### src/rtl/noc_ep_bridge.sv
// rtl/noc_ep_bridge.sv - NoC endpoint bridge: flit-to-word RX reassembly and word-to-byte TX serialiser
// Optional feature macro: NOC_EP_DEST_FILTER_EN (destination id filter with drop counter)
module noc_ep_bridge #(
    parameter logic [3:0] NODE_ID    = 4'd0,
    parameter int         GAP_CYCLES = 1
) (
    input  logic        clk,
    input  logic        rst,
    input  logic [16:0] f_a,
    output logic [8:0]  to_a,
    output logic [31:0] rx_data,
    output logic [3:0]  rx_id,
    output logic        rx_valid,
    input  logic        rx_ready,
    input  logic [31:0] tx_data,
    input  logic        tx_valid,
    output logic        tx_ready,
    output logic        ovf,
    input  logic        ovf_clr,
    output logic [7:0]  drop_cnt
);

    typedef enum logic [1:0] {IDLE, SEND, GAP} tx_state_t;

    localparam logic [2:0] GAP_LAST = 3'(GAP_CYCLES - 1);

    // ---------------- RX path ----------------
    logic [31:0] asm_q;
    logic [1:0]  cnt_q;
    logic [3:0]  fid_q;
    logic        id_match;
    logic        accept;
    logic        drop;
    logic        complete;
    logic        drain;

    assign id_match = (f_a[11:8] == NODE_ID);

`ifdef NOC_EP_DEST_FILTER_EN
    assign accept = f_a[16] && id_match;
    assign drop   = f_a[16] && !id_match;
`else
    assign accept = f_a[16];
    assign drop   = 1'b0;
`endif

    assign complete = accept && (cnt_q == 2'd3);
    assign drain    = rx_valid && rx_ready;

    // Shift accepted bytes in MSB first; latch the id of each frame's first flit
    always_ff @(posedge clk or negedge rst) begin
        if (!rst) begin
            asm_q <= 32'd0;
            cnt_q <= 2'd0;
            fid_q <= 4'd0;
        end else if (accept) begin
            asm_q <= {asm_q[23:0], f_a[7:0]};
            cnt_q <= cnt_q + 2'd1;
            if (cnt_q == 2'd0) begin
                fid_q <= f_a[11:8];
            end
        end
    end

    // Holding register: load a finished word when free or being drained this cycle
    always_ff @(posedge clk or negedge rst) begin
        if (!rst) begin
            rx_data  <= 32'd0;
            rx_id    <= 4'd0;
            rx_valid <= 1'b0;
        end else if (complete && (!rx_valid || drain)) begin
            rx_data  <= {asm_q[23:0], f_a[7:0]};
            rx_id    <= fid_q;
            rx_valid <= 1'b1;
        end else if (drain) begin
            rx_valid <= 1'b0;
        end
    end

    // Sticky overflow: a lost word wins over a simultaneous clear
    always_ff @(posedge clk or negedge rst) begin
        if (!rst) begin
            ovf <= 1'b0;
        end else if (complete && rx_valid && !rx_ready) begin
            ovf <= 1'b1;
        end else if (ovf_clr) begin
            ovf <= 1'b0;
        end
    end

`ifdef NOC_EP_DEST_FILTER_EN
    // Saturating count of flits rejected by the destination filter
    always_ff @(posedge clk or negedge rst) begin
        if (!rst) begin
            drop_cnt <= 8'd0;
        end else if (drop && (drop_cnt != 8'hFF)) begin
            drop_cnt <= drop_cnt + 8'd1;
        end
    end

    logic unused_bits;
    assign unused_bits = &{1'b0, f_a[15:12]};
`else
    assign drop_cnt = 8'd0;

    logic unused_bits;
    assign unused_bits = &{1'b0, f_a[15:12], id_match, drop};
`endif

    // ---------------- TX path ----------------
    tx_state_t   state_q;
    tx_state_t   state_d;
    logic [31:0] buf_q;
    logic [1:0]  idx_q;
    logic [2:0]  gap_q;
    logic        ready_en_q;

    assign tx_ready = ready_en_q && (state_q == IDLE);
    assign to_a     = (state_q == SEND) ? {1'b1, buf_q[31:24]} : 9'd0;

    // TX state register
    always_ff @(posedge clk or negedge rst) begin
        if (!rst) begin
            state_q <= IDLE;
        end else begin
            state_q <= state_d;
        end
    end

    // TX next-state: IDLE -> SEND (4 bytes) -> GAP (GAP_CYCLES) -> IDLE
    always_comb begin
        state_d = state_q;
        case (state_q)
            IDLE: if (tx_valid && tx_ready) state_d = SEND;
            SEND: if (idx_q == 2'd3) state_d = GAP;
            GAP:  if (gap_q == 3'd0) state_d = IDLE;
            default: state_d = IDLE;
        endcase
    end

    // TX datapath: word latch, byte shifter, byte index and gap counter
    always_ff @(posedge clk or negedge rst) begin
        if (!rst) begin
            buf_q      <= 32'd0;
            idx_q      <= 2'd0;
            gap_q      <= 3'd0;
            ready_en_q <= 1'b0;
        end else begin
            ready_en_q <= 1'b1;
            case (state_q)
                IDLE: begin
                    if (tx_valid && tx_ready) begin
                        buf_q <= tx_data;
                        idx_q <= 2'd0;
                    end
                end
                SEND: begin
                    buf_q <= {buf_q[23:0], 8'd0};
                    idx_q <= idx_q + 2'd1;
                    if (idx_q == 2'd3) begin
                        gap_q <= GAP_LAST;
                    end
                end
                GAP: begin
                    if (gap_q != 3'd0) begin
                        gap_q <= gap_q - 3'd1;
                    end
                end
                default: ;
            endcase
        end
    end

endmodule

### config.mk
export PLATFORM = sky130hd
export DESIGN_NAME = noc_ep_bridge
export DESIGN_NICKNAME = d
export VERILOG_FILES = /design/src/rtl/noc_ep_bridge.sv
export SDC_FILE = /design/constraint.sdc
export NUM_CORES = 1
export LEC_CHECK = 0
export CORE_MARGIN = 2
export CORE_UTILIZATION = 45
export DETAILED_ROUTE_END_ITERATION = 12
export PLACE_DENSITY = 0.69
export SLEW_MARGIN = 10
export SYNTH_ARGS = -nofsm -noshare
export SYNTH_HDL_FRONTEND = slang
export SYNTH_SLANG_ARGS = --single-unit
export TNS_END_PERCENT = 10
### constraint.sdc
create_clock -name clk -period 2.9 [get_ports clk]
set_input_delay 0.725 -clock clk [delete_from_list [all_inputs] [get_ports clk]]
set_output_delay 0.725 -clock clk [all_outputs]
set_load 0.01 [all_outputs]
==> results of run 1 <==
-- stage by stage --
step | cell area, um^2 | hold slack, ns
6_report | 5960 | 0.391
4_1_cts | 5960 | 0.404
2_1_floorplan | 4790 | 0.429
3_5_place_dp | 5750 | 0.476
3_3_place_gp | 5750 | 0.464
5_1_grt | 5960 | 0.425
-- registers in the layout, indices dropped and copies added (netlist names) --
register,flops
buf_q,32
rx_data,32
asm_q,24
fid_q,4
rx_id,4
gap_q,3
cnt_q,2
idx_q,2
state_q,2
ovf,1
ready_en_q,1
rx_valid,1
-- placed cells by master, fill, tap and decap left out, types with 2 or more instances in the layout --
cell type	count
a211oi_1	2
a21oi_1	4
and2_1	8
buf_12	2
buf_4	7
bufinv_16	2
clkbuf_8	9
clkdlybuf4s50_1	96
clkinvlp_4	2
conb_1	9
dfrtp_1	108
ha_1	5
inv_1	6
mux2_2	42
mux2_4	22
nand2_1	23
nand2b_1	2
nand3_1	10
nor2_1	2
nor2_2	22
nor3_1	2
nor3_2	22
o21ai_0	3
o22ai_1	25
-- how the worst min path moves through the flow --
| stage | end | slack (ns) | cells after the start |
|---|---|---|---|
| 2_1_floorplan | asm_q[0] | 0.43 | 0 |
| 3_3_place_gp | gap_q[2] | 0.46 | 1 |
| 3_5_place_dp | gap_q[2] | 0.48 | 1 |
| 4_1_cts | ovf | 0.40 | 1 |
| 5_1_grt | ovf | 0.43 | 1 |
| 6_report | ovf | 0.39 | 1 |
-- cell families (layout without fill, tap and decap cells) --
group | after synthesis | count (layout) | share of synthesized area, %
AOI/OAI and AO/OA | 37 | 37 | 4.81
xor gates and xnor gates | 1 | 1 | 0.184
adders and majority gates | 5 | 5 | 1.31
buffers and inverters | 39 | 127 | 6.34
DFF | 108 | 108 | 56.8
muxes | 64 | 64 | 16.9
other | 2 | 9 | 0.158
and+or+nand+nor | 98 | 98 | 13.5
-- critical path, stage by stage, from the launching register on --
cell and delay [ns]:
dfrtp_1 0.50, nand2b_1 0.15, inv_4 0.28, and2_1 0.17, clkdlybuf4s50_1 0.53
-- final cells by class --
class,instances,area (um^2)
multi-input cells,214,1800
clock buffers,9,124
fillers,894,4310
flip-flops and latches,108,2700
well taps,136,170
clock inverters,6,88.8
repair buffers,105,1050
inverters,7,28.8
-- routing by layer --
layer / wire length [um] / track usage [%] / share of wire (%) / vias up
li1: - / - / - / 1386
met1: 4160 / 22.7 / 47 / 1455
met2: 4030 / 24.2 / 46 / 72
met3: 520 / 4.38 / 5.9 / 10
met4: 99 / 5.84 / 1.1 / 0
met5: 0 / 0 / 0 / -
-- power groups by stage --
stage                     sequential [mW]  combinational, mW  clock, mW
final                                2.46               2.57      0.984
after global routing                 2.55               2.80       1.07
after CTS                            2.47               2.61       1.02
after detailed placement             2.48               2.60          0
after global placement               2.46               2.56          0
after floorplan                      2.54               1.59          0
==> metrics.md, run 1 <==
| Metric | Value |
|---|---|
| CP Max Fanout | 26 |
| Final Setup Violations | 0 |
| Status | complete, no violations |
| Worst Skew | 0.00609 ns |
| Clock network fraction of total power | 16.4% |
| H-Tree Depth | 3 |
| Avg Inst Size Synth | 13.4 um^2 |
| DR WL/cell | 15.0 um |
| Drt initial violations | 99 |
| Ys async rst share | 100% |
| Detailed Routing Iterations Pass 1 | 4 |
| Share of the synthesized area in the top cell type | 56.8% |
| Post-synth EDFFs | 0 |
| Residual DRC count | 0 |
| Critical path origin | state_q[0] |
| CTS Buf Count | 9 |
| Max Cap Violations | 0 |
| Total Wirelength | 8.80 mm |
| Yosys warnings | 0 |
| Worst reg-to-reg path cell count | 5 |
| Routed Antenna Nets | 0 |
| Top_reg_cell synth | dfrtp_1 |
| N_diodes | 0 |
| Fmax | 0.368 GHz |
| Area growth syn-to-layout | 25.3% |
| Worst path arrival time | 1.99 ns |
| Hold Fails Final Rpt | 0 |
| Seq pwr share | 40.9% |
| LEAKAGE | 2.52 nW |
| CTS tree | built |
| Post-CTS Repair Setup Buffers | 0 |
| Grt total ovfl | 0 |
| Worst Path Required | 2.17 ns |
| Clock Tree Buf Depth | 2 |
| First-pass GRT wire length | 14.7 mm |
| Largest net degree at the start of global routing | 57 |
| Yosys top cell by area | dfrtp_1 |
| Initial core utilization | 46.3% |
| DR vias | 2923 |
| Initial antenna violation count | 0 |
| Placed Cells | 570 |
| Clock sink count | 108 |
| Max IR drop VDD | 0.593 mV |
| Sw power | 1.95 mW |
| Final WS setup | 0.186 ns |
| Total die area | 11400 um^2 |
| Root buffer cell | clkbuf_8 |
| PD cells | 1010 nW/um^2 |
| RR Startpoint | state_q[1] |
| Post-DP HPWL | 5.70 mm |
| Synth Instances | 354 |
| Yosys reg bits | 108 |
| Hold buffer count at cts | 0 |
| Crit path launch type | register |
| R2r setup slk | 1.34 ns |
| Place WS | 0.542 ns |
| Row Count | 37 |
| Finished Layout Cells | 585 |
| Via density | 5.00 |
| CTS clk-pin slew, worst paths | 0.10 ns |
| Total negative slack | 0 ns |
| GPL Wtd Cong | 0.726 |
| Synth cell types | 34 |
| Post-synthesis sequential area ratio | 56.8% |
| Most common cell in the netlist | dfrtp_1 |
| Chip Height | 107 um |
| Total chip power | 6.01 mW |
| Minimum clock period | 2.71 ns |
| Terminus of the critical flop-to-flop path | buf_q[31] |
| Final Cycle Share | 93.6% |
| Internal power | 4.07 mW |
| Worst Hold Class | input port to async pin |
| Util after Layout | 58.0% |
| Crit. End Element | output port |
| Core region area | 10300 um^2 |
| CP endpoint | to_a[6] |
| Max-slew headroom | 54.8% |
| Layout cells sized above 1 | 30.3% |
| Post-cts resize count | 0 |
| Port Buffers | 97 |
| Vias in the first global route | 3001 |
| Synthesized area | 4760 um^2 |
| CP Class | register to output port |
| Fin. max-slew vios | 0 |
| Sw Ratio | 32.4% |
| Nets@finish | 504 |
| Comb pwr share | 42.7% |
| Boundary Pins | 110 |
| Worst slew pin tran | 0.678 ns |
| Die X | 107 um |
| All-layer global routing usage | 16.2% |
| Most frequent cells after synthesis | 108 x dfrtp_1, 42 x mux2_2, 25 x o22ai_1, 23 x nand2_1 |
| Clock latency at the later pin of the worst-skew pair | 0.36 ns |
| RSZ-0062 raised after global routing | no |
| Synth area leaders | dfrtp_1 57%, mux2_2 9.9%, mux2_4 6.9%, nor3_2 4.6%, o22ai_1 3.3% |
Note: power is estimated with default switching activity, not from simulation.
==> run 2: changes to the inputs <==
--- a/config.mk
+++ b/config.mk
@@ -6,9 +6,9 @@
 export NUM_CORES = 1
 export LEC_CHECK = 0
 export CORE_MARGIN = 2
-export CORE_UTILIZATION = 45
+export CORE_UTILIZATION = 54
 export DETAILED_ROUTE_END_ITERATION = 12
-export PLACE_DENSITY = 0.69
+export PLACE_DENSITY = 0.81
 export SLEW_MARGIN = 10
 export SYNTH_ARGS = -nofsm -noshare
 export SYNTH_HDL_FRONTEND = slang
==> run 2 against run 1 <==
  * Total power decreased by 1.3%
  * Worst setup slack improved by 0.033 ns
  * Largest power group unchanged
  * Sequential cell count unchanged
  * Fmax increased by 1.2%
  * Critical endpoint unchanged
  * Worst hold slack got worse by 0.026 ns
  * Core utilization increased by 11 points
  * Critical path type unchanged
  * Global-route usage increased by 3.0 points
  * Clock power decreased by 9.0%
  * Die area decreased by 16%
  * Non-clock buffer count increased by 3
  * Design area decreased by 0.59%
  * Sequential share of layout area increased by 0.27 points
  * Largest cell class unchanged
==> metrics.md, run 2 (synthesis results as in run 1) <==
| Metric | Value |
|---|---|
| R2r setup slk | 1.33 ns (about the same) |
| All-layer global routing usage | 19.2% (+3.0 points) |
| Routed Antenna Nets | 0 (unchanged) |
| CP Class | register to output port |
| Clock Tree Buf Depth | 2 (unchanged) |
| Layout cells sized above 1 | 30.9% (+0.62 points) |
| Final Cycle Share | 92.5% (-1.1 points) |
| Root buffer cell | clkbuf_8 |
| Die X | 97.9 um (-8.4%) |
| Clock sink count | 108 (unchanged) |
| Total Wirelength | 8.66 mm (-1.6%) |
| Total chip power | 5.93 mW (-1.3%) |
| H-Tree Depth | 3 (unchanged) |
| Post-CTS Repair Setup Buffers | 0 (unchanged) |
| Worst path bufs/invs | 2 (unchanged) |
| Total negative slack | 0 ns (unchanged) |
| GPL Wtd Cong | 0.723 (-0.41%) |
| Largest net degree at the start of global routing | 53 (-7.0%) |
| Drt initial violations | 44 (-56%) |
| Initial antenna violation count | 0 (unchanged) |
| Crit-path max cell delay | 0.53 ns (about the same) |
| CP Max Fanout | 26 (unchanged) |
| Commonest non-fill, non-tap cell in the layout | dfrtp_1 |
| Sequential cell area | 2700 um^2 (unchanged) |
| Post-cts resize count | 0 (unchanged) |
| Crit path launch type | register |
| Max IR drop VDD | 0.585 mV (-1.4%) |
| Fmax | 0.373 GHz (+1.2%) |
| Port Buffers | 97 (unchanged) |
| Max-slew headroom | 57.1% (+2.3 points) |
| Number of fill cells | 638 (-29%) |
| Worst path arrival time | 1.96 ns (-0.03 ns) |
| Crit. End Element | output port |
| Hold buffer count at cts | 0 (unchanged) |
| Worst Skew | 0.0118 ns (+0.00575 ns) |
| RSZ-0062 raised after global routing | no |
| Area of the multi-input gates | 1800 um^2 (unchanged) |
| Final Setup Violations | 0 (unchanged) |
| First-pass GRT wire length | 14.9 mm (+1.6%) |
| LEAKAGE | 2.53 nW (+0.42%) |
| Chip Height | 97.9 um (-8.4%) |
| Worst Hold Class | input port to async pin |
| Finished Layout Cells | 561 (-4.1%) |
| RR Startpoint | state_q[1] |
| Row Count | 34 (-8.1%) |
| Minimum clock period | 2.68 ns (-0.0327 ns) |
| Crit-path cells | nand2b_1, inv_6, and2_1, clkdlybuf4s50_1 |
| Placed Cells | 545 (-4.4%) |
| Grt total ovfl | 0 (unchanged) |
| DR WL/cell | 15.4 um (+2.6%) |
| DR vias | 2922 (-0.034%) |
| CTS clk-pin slew, worst paths | 0.10 ns (about the same) |
| Max Cap Violations | 0 (unchanged) |
| Worst slew pin tran | 0.644 ns (-0.0345 ns) |
| Area growth syn-to-layout | 24.6% |
| Top delay family on crit path | buffers and inverters |
| Biggest regs | buf_q: 32 flops, rx_data: 32 flops, asm_q: 24 flops |
| Boundary Pins | 110 (unchanged) |
| Residual DRC count | 0 (unchanged) |
| Most frequent cells in the layout | 108 x dfrtp_1, 96 x clkdlybuf4s50_1, 42 x mux2_2, 25 x o22ai_1, 23 x nand2_1 |
| CP max-delay cell | clkdlybuf4s50_1 |
| Via density | 5.21 (+4.2%) |
| N_diodes | 0 (unchanged) |
| Core region area | 8640 um^2 (-16%) |
| CTS tree | built |
| Nets@finish | 507 (+0.60%) |
| Detailed Routing Iterations Pass 1 | 4 (unchanged) |
| Hold Fails Final Rpt | 0 (unchanged) |
| Worst reg-to-reg path cell count | 5 (unchanged) |
| CTS Buf Count | 9 (unchanged) |
| Worst Path Required | 2.17 ns (about the same) |
| Total die area | 9580 um^2 (-16%) |
| Status | complete, no violations |
| Clock latency at the later pin of the worst-skew pair | 0.37 ns (about the same) |
| Terminus of the critical flop-to-flop path | buf_q[8] |
| Fin. max-slew vios | 0 (unchanged) |
| PD cells | 1000 nW/um^2 (-0.72%) |
| Initial core utilization | 55.1% (+8.8 points) |
| Vias in the first global route | 3060 (+2.0%) |
| Post-DP HPWL | 5.87 mm (+3.0%) |
[run 2: cell count changes in the layout (fill, tap and decap cells not counted), moves of 2 or more]
cell	change
buf_4	+4
bufinv_16	-2
clkinvlp_4	-2
inv_6	+3
[run 2: worst reg2reg max path: stages (launching register included)]
cell and delay, ns:
dfrtp_1 0.38, buf_4 0.17, nor4bb_4 0.27, buf_4 0.46
nor3_1 0.12, nor2_1 0.12
[run 2: worst max path at each step]
stage	end	cells after the start	slack, ns	from
after global placement	to_a[6]	4	0.58	state_q[0]
final	to_a[6]	4	0.22	state_q[0]
after global routing	to_a[0]	4	0.03	state_q[0]
after detailed placement	to_a[6]	4	0.56	state_q[0]
after floorplan	to_a[0]	6	1.02	state_q[1]
after CTS	to_a[6]	4	0.14	state_q[0]
[run 2: layer usage]
layer	vias to the layer above	global-route usage, %	routed length (um)
met2	82	30.2	4180
met5	-	0	0
li1	1403	-	-
met3	10	6.37	583
met4	0	4.17	61
met1	1427	26.2	3840
[run 2: area by class of cell]
cell class | count | share of cell area, %
clock buffer | 10 | 2.32
clock inverter | 6 | 1.06
inverter | 7 | 0.528
multi-input combinational | 214 | 30.3
sequential | 108 | 45.6
tap | 108 | 2.28
timing repair buffer | 108 | 17.9
[run 2: per-stage QoR]
stage	utilization, %	hold slack (ns)	cell area, um^2	worst slack, ns
after detailed placement	66.3	0.468	5730	0.564
after global routing	68.7	0.405	5930	0.0275
after CTS	68.6	0.387	5930	0.135
after floorplan	-	0.429	4790	1.02
final	68.7	0.365	5930	0.219
after global placement	66.3	0.464	5730	0.583
[run 2: where the power goes]
part	switching, mW	internal, mW
Combinational	1.09	1.49
Sequential	0.361	2.10
Clock	0.534	0.360
